### src/rtl/processing_unit.sv
// 8-bit processing unit: registered single-cycle ALU plus an optional 8-step restoring divider.
// Divider present only when PU_DIVIDER_EN is defined. Divider states: IDLE | waiting for an op, BUSY | one quotient bit per clock.
module processing_unit (
   input  logic        clk,
   input  logic        rstn,
   input  logic [7:0]  acc_data,
   input  logic [7:0]  rd_data,
   input  logic [7:0]  alu_opcode,
   input  logic        division_wakeup,
   output logic [15:0] res_out,
   output logic        z,
   output logic        ci_alu,
   output logic        done
);

   localparam logic [7:0] OP_ADD = 8'h05;
   localparam logic [7:0] OP_SUB = 8'h06;
   localparam logic [7:0] OP_MUL = 8'h07;
   localparam logic [7:0] OP_NOT = 8'h09;
   localparam logic [7:0] OP_OR  = 8'h0A;
   localparam logic [7:0] OP_XOR = 8'h0B;
   localparam logic [7:0] OP_AND = 8'h0C;
   localparam logic [7:0] OP_SHL = 8'h15;
   localparam logic [7:0] OP_SHR = 8'h16;

   logic        alu_we;
   logic [15:0] alu_res;
   logic        alu_c;

   logic        wr_en;
   logic [15:0] wr_res;
   logic        wr_c;
   logic        done_d;

   always_comb begin
      alu_we  = 1'b1;
      alu_res = '0;
      alu_c   = 1'b0;
      case (alu_opcode)
         OP_ADD: begin
            alu_res = {7'b0, {1'b0, acc_data} + {1'b0, rd_data}};
            alu_c   = alu_res[8];
         end
         OP_SUB: begin
            alu_res = {8'h00, acc_data - rd_data};
            alu_c   = (acc_data < rd_data);
         end
         OP_MUL: begin
            alu_res = 16'(acc_data) * 16'(rd_data);
            alu_c   = |alu_res[15:8];
         end
         OP_NOT: alu_res = {8'h00, ~acc_data};
         OP_OR:  alu_res = {8'h00, acc_data | rd_data};
         OP_XOR: alu_res = {8'h00, acc_data ^ rd_data};
         OP_AND: alu_res = {8'h00, acc_data & rd_data};
         OP_SHL: begin
            alu_res = {8'h00, acc_data[6:0], 1'b0};
            alu_c   = acc_data[7];
         end
         OP_SHR: begin
            alu_res = {8'h00, 1'b0, acc_data[7:1]};
            alu_c   = acc_data[0];
         end
         default: alu_we = 1'b0;
      endcase
   end

`ifdef PU_DIVIDER_EN
   localparam logic [7:0] OP_DIV = 8'h08;

   typedef enum logic {IDLE, BUSY} div_state_t;
   div_state_t state_q, state_d;

   logic [7:0] dvd_q, dvs_q, rem_q;
   logic [3:0] cnt_q;
   logic       dz_q;
   logic [8:0] rem_shl;
   logic       rem_ge;
   logic [7:0] rem_step, quo_step;
   logic       div_start, div_last;

   // A zero divisor needs no special path: every trial subtract succeeds, giving
   // quotient 0xFF and shifting the whole dividend into the remainder.
   always_comb begin
      rem_shl   = {rem_q, dvd_q[7]};
      rem_ge    = (rem_shl >= {1'b0, dvs_q});
      rem_step  = rem_ge ? 8'(rem_shl - {1'b0, dvs_q}) : rem_shl[7:0];
      quo_step  = {dvd_q[6:0], rem_ge};
      div_start = (state_q == IDLE) && (alu_opcode == OP_DIV) && division_wakeup;
      div_last  = (state_q == BUSY) && (cnt_q == 4'd1);
      state_d   = state_q;
      wr_en     = 1'b0;
      wr_res    = alu_res;
      wr_c      = alu_c;
      done_d    = 1'b0;
      case (state_q)
         IDLE: begin
            if (div_start) state_d = BUSY;
            else if (alu_we) wr_en = 1'b1;
         end
         BUSY: begin
            if (div_last) begin
               state_d = IDLE;
               wr_en   = 1'b1;
               wr_res  = {rem_step, quo_step};
               wr_c    = dz_q;
               done_d  = 1'b1;
            end
         end
         default: state_d = IDLE;
      endcase
   end

   always_ff @(posedge clk or negedge rstn) begin
      if (!rstn) begin
         state_q <= IDLE;
         dvd_q   <= '0;
         dvs_q   <= '0;
         rem_q   <= '0;
         cnt_q   <= '0;
         dz_q    <= 1'b0;
      end else begin
         state_q <= state_d;
         if (div_start) begin
            dvd_q <= acc_data;
            dvs_q <= rd_data;
            rem_q <= '0;
            cnt_q <= 4'd8;
            dz_q  <= (rd_data == 8'h00);
         end else if (state_q == BUSY) begin
            dvd_q <= quo_step;
            rem_q <= rem_step;
            cnt_q <= cnt_q - 4'd1;
         end
      end
   end
`else
   logic unused_div_wakeup;
   assign unused_div_wakeup = division_wakeup;

   always_comb begin
      wr_en  = alu_we;
      wr_res = alu_res;
      wr_c   = alu_c;
      done_d = 1'b0;
   end
`endif

   always_ff @(posedge clk or negedge rstn) begin
      if (!rstn) begin
         res_out <= '0;
         z       <= 1'b0;
         ci_alu  <= 1'b0;
         done    <= 1'b0;
      end else begin
         done <= done_d;
         if (wr_en) begin
            res_out <= wr_res;
            z       <= (wr_res == 16'h0000);
            ci_alu  <= wr_c;
         end
      end
   end

endmodule

### config.mk
export PLATFORM = sky130hd
export DESIGN_NAME = processing_unit
export DESIGN_NICKNAME = d
export VERILOG_FILES = /design/src/rtl/processing_unit.sv
export SDC_FILE = /design/constraint.sdc
export NUM_CORES = 1
export LEC_CHECK = 0
export CAP_MARGIN = 20
export CORE_ASPECT_RATIO = 2
export CORE_UTILIZATION = 60
export CTS_BUF_LIST = sky130_fd_sc_hd__clkbuf_16
export DETAILED_ROUTE_END_ITERATION = 6
export PLACE_DENSITY = 0.84
export SYNTH_ARGS = -nofsm -noshare
export SYNTH_HDL_FRONTEND = slang
export SYNTH_SLANG_ARGS = --single-unit
### constraint.sdc
create_clock -name clk -period 2.4 [get_ports clk]
set_input_delay 0.48 -clock clk [delete_from_list [all_inputs] [get_ports clk]]
set_output_delay 0.48 -clock clk [all_outputs]
set_load 0.03 [all_outputs]
==> results of run 1 <==
-- stage by stage --
step	setup WS (ps)	util, %	hold WS, ps	TNS [ps]
2_1_floorplan	-2200	-	184	-20950
3_3_place_gp	-3080	90.7	460	-38400
3_5_place_dp	-3430	90.7	467	-42230
-- kinds of logic after synthesis --
group / Yosys count
DFF: 18
and+or+nand+nor: 172
adders and majority gates: 98
buffers and inverters: 92
muxes: 1
xor gates and xnor gates: 14
AOI/OAI and AO/OA: 120
other: 1
==> flow_summary.ini, run 1 <==
[placed_design]
place_hpwl_um = 14800
dp.cells = 785
gp_congestion = 1.07
placed_cell_area_mm2 = 0.00605
numPortBuffers = 43

[synth]
synth-seq-area-share_pct = 10.8
syn_area_mm2 = 0.00417
synth_fp_nets = 641
yosysMostFrequentCell = inv_1
synth.mux.area_fraction_pct = 0.270
synth_fa_ha_area_share_pct = 36.2
avgSynthCellArea_um2 = 8.08
netlist.area_leader.share_pct = 18.2
synth_common_cells = inv_1 (72), nor2_1 (62), ha_1 (60), nand2_1 (56), fa_1 (38)
ys_seq_elements = 18
synth_top_family_by_area = adder cells
synth_compound_area_share_pct = 20.9
async_reset_ff_share_pct = 100
synth_edf_count = 0
synth_top_cell_by_area = fa_1
yosys-top-cells-area = fa_1 (18%), ha_1 (18%), dfrtp_1 (11%)
synthXorXnorAreaFrac_pct = 2.94
synthSimpleGateAreaFrac_pct = 19.8
synth_cells = 516
synth_warnings = 0
synth_ff_type = dfrtp_1
synth_cell_types = 66

[clock_tree]
cts_buffers = 3
ctsResizeCount = 191
cts-root-buf = clkbuf_16
clockBufferDepth = 2
holdBufCountCts = 0
htree_levels = 1
clock_sinks = 18
cts_setup_buffers = 29

[floorplanning]
num_rows = 42
initial_core_util_pct = 62.5
pin_count = 46
die_h_um = 120
die_w_um = 61.0

[run_status]
error = [ERROR DPL-0038] Utilization greater than 100%, impossible to legalize
status = aborted with a tool error
lastStage = clock tree synthesis
==> run 2: changes to the inputs <==
==> config.mk (replaced) <==
export PLATFORM = sky130hd
export DESIGN_NAME = processing_unit
export DESIGN_NICKNAME = d
export VERILOG_FILES = /design/src/rtl/processing_unit.sv
export SDC_FILE = /design/constraint.sdc
export NUM_CORES = 1
export LEC_CHECK = 0
export CAP_MARGIN = 20
export CORE_UTILIZATION = 40
export DETAILED_ROUTE_END_ITERATION = 6
export PLACE_DENSITY_LB_ADDON = 0.15
export SYNTH_ARGS = -nofsm -noshare
export SYNTH_HDL_FRONTEND = slang
export SYNTH_SLANG_ARGS = --single-unit
==> run 2 against run 1 <==
The flow now finishes, with violations (setup timing). Area after synthesis unchanged. Synthesized cell count unchanged.
==> flow_summary.ini, run 2 <==
[clock_tree]
clk_pin_slew_ps = 70
cts_buffers = 3
insertion_delay_ps = 250
holdBufCountCts = 0
tritoncts = built
cts-root-buf = clkbuf_8
clockBufferDepth = 2
clock_sinks = 18
htree_levels = 1

[sta]
max_slew_margin_pct = 44.7
final-max-slew-violation-count = 0
period_share_pct = 201
fin_crit_ps = 4820
fmax_mhz = 207
setup_viol = 16
worst_pin_slew_ps = 827
grt_setup_unrepaired = yes
final_hold_viol_count = 0
fin_ws_ps = -2420
fin_skew_ps = 0

[synth]
yosysMostFrequentCell = inv_1
synth_edf_count = 0
yosys-top-cells-area = fa_1 (18%), ha_1 (18%), dfrtp_1 (11%)
syn_area_mm2 = 0.00417
async_reset_ff_share_pct = 100
netlist.area_leader.share_pct = 18.2
synth_warnings = 0
synth_common_cells = inv_1 (72), nor2_1 (62), ha_1 (60), nand2_1 (56), fa_1 (38)
synth_ff_type = dfrtp_1
synth_top_cell_by_area = fa_1
synth-seq-area-share_pct = 10.8
synth_fp_nets = 641
ys_seq_elements = 18
synth_cells = 516
synth_cell_types = 66
avgSynthCellArea_um2 = 8.08

[setup_path]
worst_setup_path_end_kind = flop
worstSetupPathType = in -> reg
crit_fanout = 5
crit_path_start_kind = primary input
cp_data_required_time_ps = 2530
crit_arrival_ps = 4950

[route]
ant_nets = 0
routed_wl_um = 15300
drt-pass1-iter-count = 5
drc = 0
num_vias = 4656
wl_per_cell_um = 17.5
avgViaCountPerCell = 5.35
drt_iter0_drc = 255

[placed_design]
gp_congestion = 0.926
numPortBuffers = 43
placed_cell_area_mm2 = 0.00617
place_hpwl_um = 12200

[floorplanning]
die_area_mm2 = 0.0108
coreArea_mm2 = 0.00995
die_w_um = 104
num_rows = 36
die_h_um = 104
initial_core_util_pct = 41.9
pin_count = 46

[grt]
grt.overflow.total = 0
grt_max_degree = 19
grt_pass1_wl_um = 24400
grt.total_usage_pct = 28.3
grt_antenna_before_repair = 0
grt_pass1_vias = 4841

[final_layout]
final_area_mm2 = 0.00704
register_area_um2 = 450
largest_register_ffs = 16
multi_input_area_mm2 = 0.00410
nets = 863
area_delta_synth_final_pct = 68.7
final_util_pct = 70.7
num-fill-cells = 801
final_common_cell = buf_4
drive_gt1_share_pct = 47.5
largestRegisters = res_out (16), ci_alu (1), z (1)
largest-register = res_out
antennaDiodeCount = 0
final_cell_mix = buf_4 (166), nand2_1 (50), inv_1 (47)

[run_status]
status = finished with violations
violations = setup timing

[min_path]
hold_path.class = reg -> reg

[power]
ir_drop_mv = 0.636
power_density_mw_per_mm2 = 677
p_leak_nw = 3.26

[flow_run]
drv_cap = 0
## run 2: logic make-up (layout without fill, tap and decap cells)
logic type               after synthesis  after routing  synth area share, %
other                                  1              1               0.0899
multiplexers                           1              1                0.270
adder cells (fa/ha/maj)               98             98                 36.2
AND/OR/NAND/NOR                      172            172                 19.8
flip-flops                            18             18                 10.8
buffers and inverters                 92            313                 8.94
XOR/XNOR                              14             14                 2.94
AO/OA/AOI/OAI                        120            120                 20.9
## run 2: per-stage QoR
step | setup WS, ps | std cells | TNS, ps | power, W | hold slack [ps]
after CTS | -2480 | 862 | -25560 | 0.00437 | 481
after floorplan | -2200 | 516 | -20950 | 0.00230 | 184
after global routing | -2550 | 870 | -27430 | 0.00512 | 503
final | -2420 | 870 | -25740 | 0.00477 | 478
after global placement | -3190 | 839 | -39380 | 0.00356 | 457
after detailed placement | -3260 | 839 | -39970 | 0.00361 | 465
## run 2: report_power, final
part           switching (W)  total, W  leakage, nW  internal, W
combinational        0.00204   0.00412         3.01      0.00207
clock               0.000102  0.000248       0.0288     0.000146
sequential         0.0000366  0.000401        0.228     0.000365
## run 2: repair_timing
item                                    CTS  global route
resized for setup                       160            49
endpoints found under the setup margin   17            18
pin swaps                                56            44
setup buffers                            23             9
cloned                                    0             0
## run 2: worst max-delay path, cell delays in order
cell and delay (ps):
buf_4 100, clkinvlp_4 150, buf_4 190, nor2_4 70, fa_1 460, fa_1 470
fa_1 520, inv_1 50, fa_2 520, inv_2 40, ha_4 180, a221o_1 330
a31oi_2 220, o21ai_1 120, xor2_1 170, or4_4 560, o41ai_2 210, nand3_1 100
## run 2: final cells by class
type / instances / area share, %
timing repair buffer: 234 / 27.5
tap: 133 / 2.36
multi-input combinational: 406 / 58.3
sequential: 18 / 6.40
clock buffer: 4 / 0.782
inverter: 75 / 4.68
## run 2: routing by layer
layer  up-vias  part of all wire [%]  track usage (%)
met5         -                     0                0
met4         0                   2.5             7.45
met3        27                   5.0             2.76
met2       145                    49             48.9
met1      2259                    43             37.6
li1       2225                     -                -
## run 2: worst paths after layout
| kind | slack, ps | cells past startpoint | start | to |
|---|---|---|---|---|
| max in group asynchronous | 1190 | 1 | rstn | ci_alu$_DFFE_PN0P_ |
| setup / recovery | -2420 | 18 | rd_data[3] | ci_alu$_DFFE_PN0P_ |
| hold reg to reg | 480 | 1 | res_out[8]$_DFFE_PN0P_ | res_out[8]$_DFFE_PN0P_ |
| min in group asynchronous | 700 | 1 | rstn | res_out[2]$_DFFE_PN0P_ |
| setup reg to reg | 1330 | 3 | ci_alu$_DFFE_PN0P_ | ci_alu$_DFFE_PN0P_ |
| hold / removal | 480 | 1 | res_out[8]$_DFFE_PN0P_ | res_out[8]$_DFFE_PN0P_ |
No activity file was read; power rests on OpenSTA's default activity.
==> run 3: changes to the inputs <==
--- a/config.mk
+++ b/config.mk
@@ -8,6 +8,7 @@
 export CAP_MARGIN = 20
 export CORE_UTILIZATION = 40
 export DETAILED_ROUTE_END_ITERATION = 6
+export MAX_ROUTING_LAYER = met4
 export PLACE_DENSITY_LB_ADDON = 0.15
 export SYNTH_ARGS = -nofsm -noshare
 export SYNTH_HDL_FRONTEND = slang
==> run 3 against run 2 <==
The run still ends with setup timing left. Critical path type unchanged. Maximum frequency shrank 1.5%. Die area is the same. First-iteration DRC count is 51% higher.
==> flow_summary.ini, run 3 (synthesis results as in run 2) <==
[run_status]
status = finished with violations
violations = setup timing

[floorplanning]
initial_core_util_pct = 41.9
num_rows = 36
pin_count = 46
coreArea_mm2 = 0.00995
die_w_um = 104
die_h_um = 104
die_area_mm2 = 0.0108

[route]
ant_nets = 0
avgViaCountPerCell = 5.46
wl_per_cell_um = 19.4
num_vias = 4840
routed_wl_um = 17200
drt_iter0_drc = 385
drc = 0
drt-pass1-iter-count = 5

[placed_design]
dpl_worst_slack_ps = -3260
gp_congestion = 0.953
numPortBuffers = 43
place_hpwl_um = 12600

[grt]
grt.total_usage_pct = 31.9
grt.overflow.total = 0
grt_antenna_before_repair = 0
grt_pass1_vias = 5056
grt_max_degree = 19
grt_pass1_wl_um = 26300

[final_layout]
nets = 880
largest-register = res_out
drive_gt1_share_pct = 50.5
final_common_cell = buf_4
final_cell_mix = buf_4 (167), buf_6 (46), inv_1 (45)
antennaDiodeCount = 0
num-fill-cells = 696
largest_register_ffs = 16
largestRegisters = res_out (16), ci_alu (1), z (1)
final_util_pct = 74.8
area_delta_synth_final_pct = 78.6

[sta]
period_share_pct = 204
fin_crit_ps = 4900
hold_slack_ps = 481
worst_pin_slew_ps = 527
fin_skew_ps = 0
final-max-slew-violation-count = 0
max_slew_margin_pct = 64.8
fin_ws_ps = -2500
grt_setup_unrepaired = yes
final_hold_viol_count = 0
fmax_mhz = 204
setup_viol = 16

[flow_run]
drv_cap = 0

[setup_path]
crit_arrival_ps = 5030
worst_setup_path_end_kind = flop
worstSetupPathType = in -> reg
r2r-start = ci_alu$_DFFE_PN0P_
crit_path_start_kind = primary input
crit_fanout = 4
cp_data_required_time_ps = 2530
cp-startpoint = acc_data[3]

[clock_tree]
clockBufferDepth = 2
clk_pin_slew_ps = 70
clock_sinks = 18
cts-root-buf = clkbuf_8
holdBufCountCts = 0
htree_levels = 1
cts_buffers = 3
tritoncts = built
insertion_delay_ps = 250

[power]
power_w = 0.00566
p_leak_nw = 3.44
ir_drop_mv = 1.07
power_density_mw_per_mm2 = 760

[min_path]
hold_path.class = reg -> reg
hold_start = res_out[8]$_DFFE_PN0P_
[run 3: cell count changes in the layout (fill, tap and decap cells not counted), sizes merged]
cell,change
clkbuf,-2
clkdlybuf4s50,-1
clkdlybuf4s15,+1
dlymetal6s2s,+1
buf,+18
[run 3: what timing repair did]
action / in CTS / in global routing
resized for setup: 209 / 56
setup buffers: 33 / 17
pin swaps: 64 / 39
setup endpoints to repair: 18 / 18
[run 3: path summary, 6_finish.rpt]
check | to | slack, ps | depth (start not counted)
worst min register to register | res_out[8]$_DFFE_PN0P_ | 480 | 1
min in group asynchronous | res_out[0]$_DFFE_PN0P_ | 560 | 2
max in group asynchronous | ci_alu$_DFFE_PN0P_ | 1630 | 2
worst max register to register | ci_alu$_DFFE_PN0P_ | 1330 | 3
worst min-delay path | res_out[8]$_DFFE_PN0P_ | 480 | 1
worst max-delay path | ci_alu$_DFFE_PN0P_ | -2500 | 20
[run 3: critical path, cell delays in order]
cell and delay, ps:
buf_12 110, clkinv_8 50, buf_6 100, nor2_4 40, fa_1 540, inv_1 60
fa_1 510, fa_1 440, fa_1 570, inv_2 60, ha_4 310, buf_6 140
nand3_4 100, o2111ai_4 290, a21oi_4 100, o21ai_2 140, xor2_1 100, or4_4 540
o41ai_2 230, nand3_1 110
[run 3: metal layers]
layer	vias up	global-route usage, %	routed length [um]
met5	-	-	0
met3	38	2.69	930
met1	2367	41.2	7090
met4	0	9.49	614
met2	173	53.3	8550
li1	2262	-	-
[run 3: through the flow]
step | cells | setup TNS [ps] | cell area [um2]
2_1_floorplan | 516 | -20950 | 4440
3_3_place_gp | 842 | -39290 | 6200
3_5_place_dp | 842 | -39920 | 6200
4_1_cts | 872 | -26090 | 7060
5_1_grt | 887 | -29330 | 7450
6_report | 887 | -27700 | 7450
[run 3: report_power, final]
part,internal (W),total [W],switching [W]
clock network,0.000146,0.000251,0.000105
registers,0.000365,0.000400,0.0000355
logic,0.00254,0.00501,0.00246
total,0.00305,0.00566,0.00261
[run 3: layout make-up]
class | count | area, um2 | share of cell area [%]
Sequential cell | 18 | 450 | 6.05
Tap cell | 133 | 166 | 2.23
Timing Repair Buffer | 251 | 2170 | 29.1
Clock buffer | 4 | 55.1 | 0.739
Inverter | 75 | 338 | 4.54
Multi-Input combinational cell | 406 | 4270 | 57.4
==> run 4: changes to the inputs <==
--- a/config.mk
+++ b/config.mk
@@ -5,7 +5,6 @@
 export SDC_FILE = /design/constraint.sdc
 export NUM_CORES = 1
 export LEC_CHECK = 0
-export CAP_MARGIN = 20
 export CORE_UTILIZATION = 40
 export DETAILED_ROUTE_END_ITERATION = 6
 export MAX_ROUTING_LAYER = met4
==> results of run 4 <==
The final DEF is identical to that of run 3; final timing and power are the same.
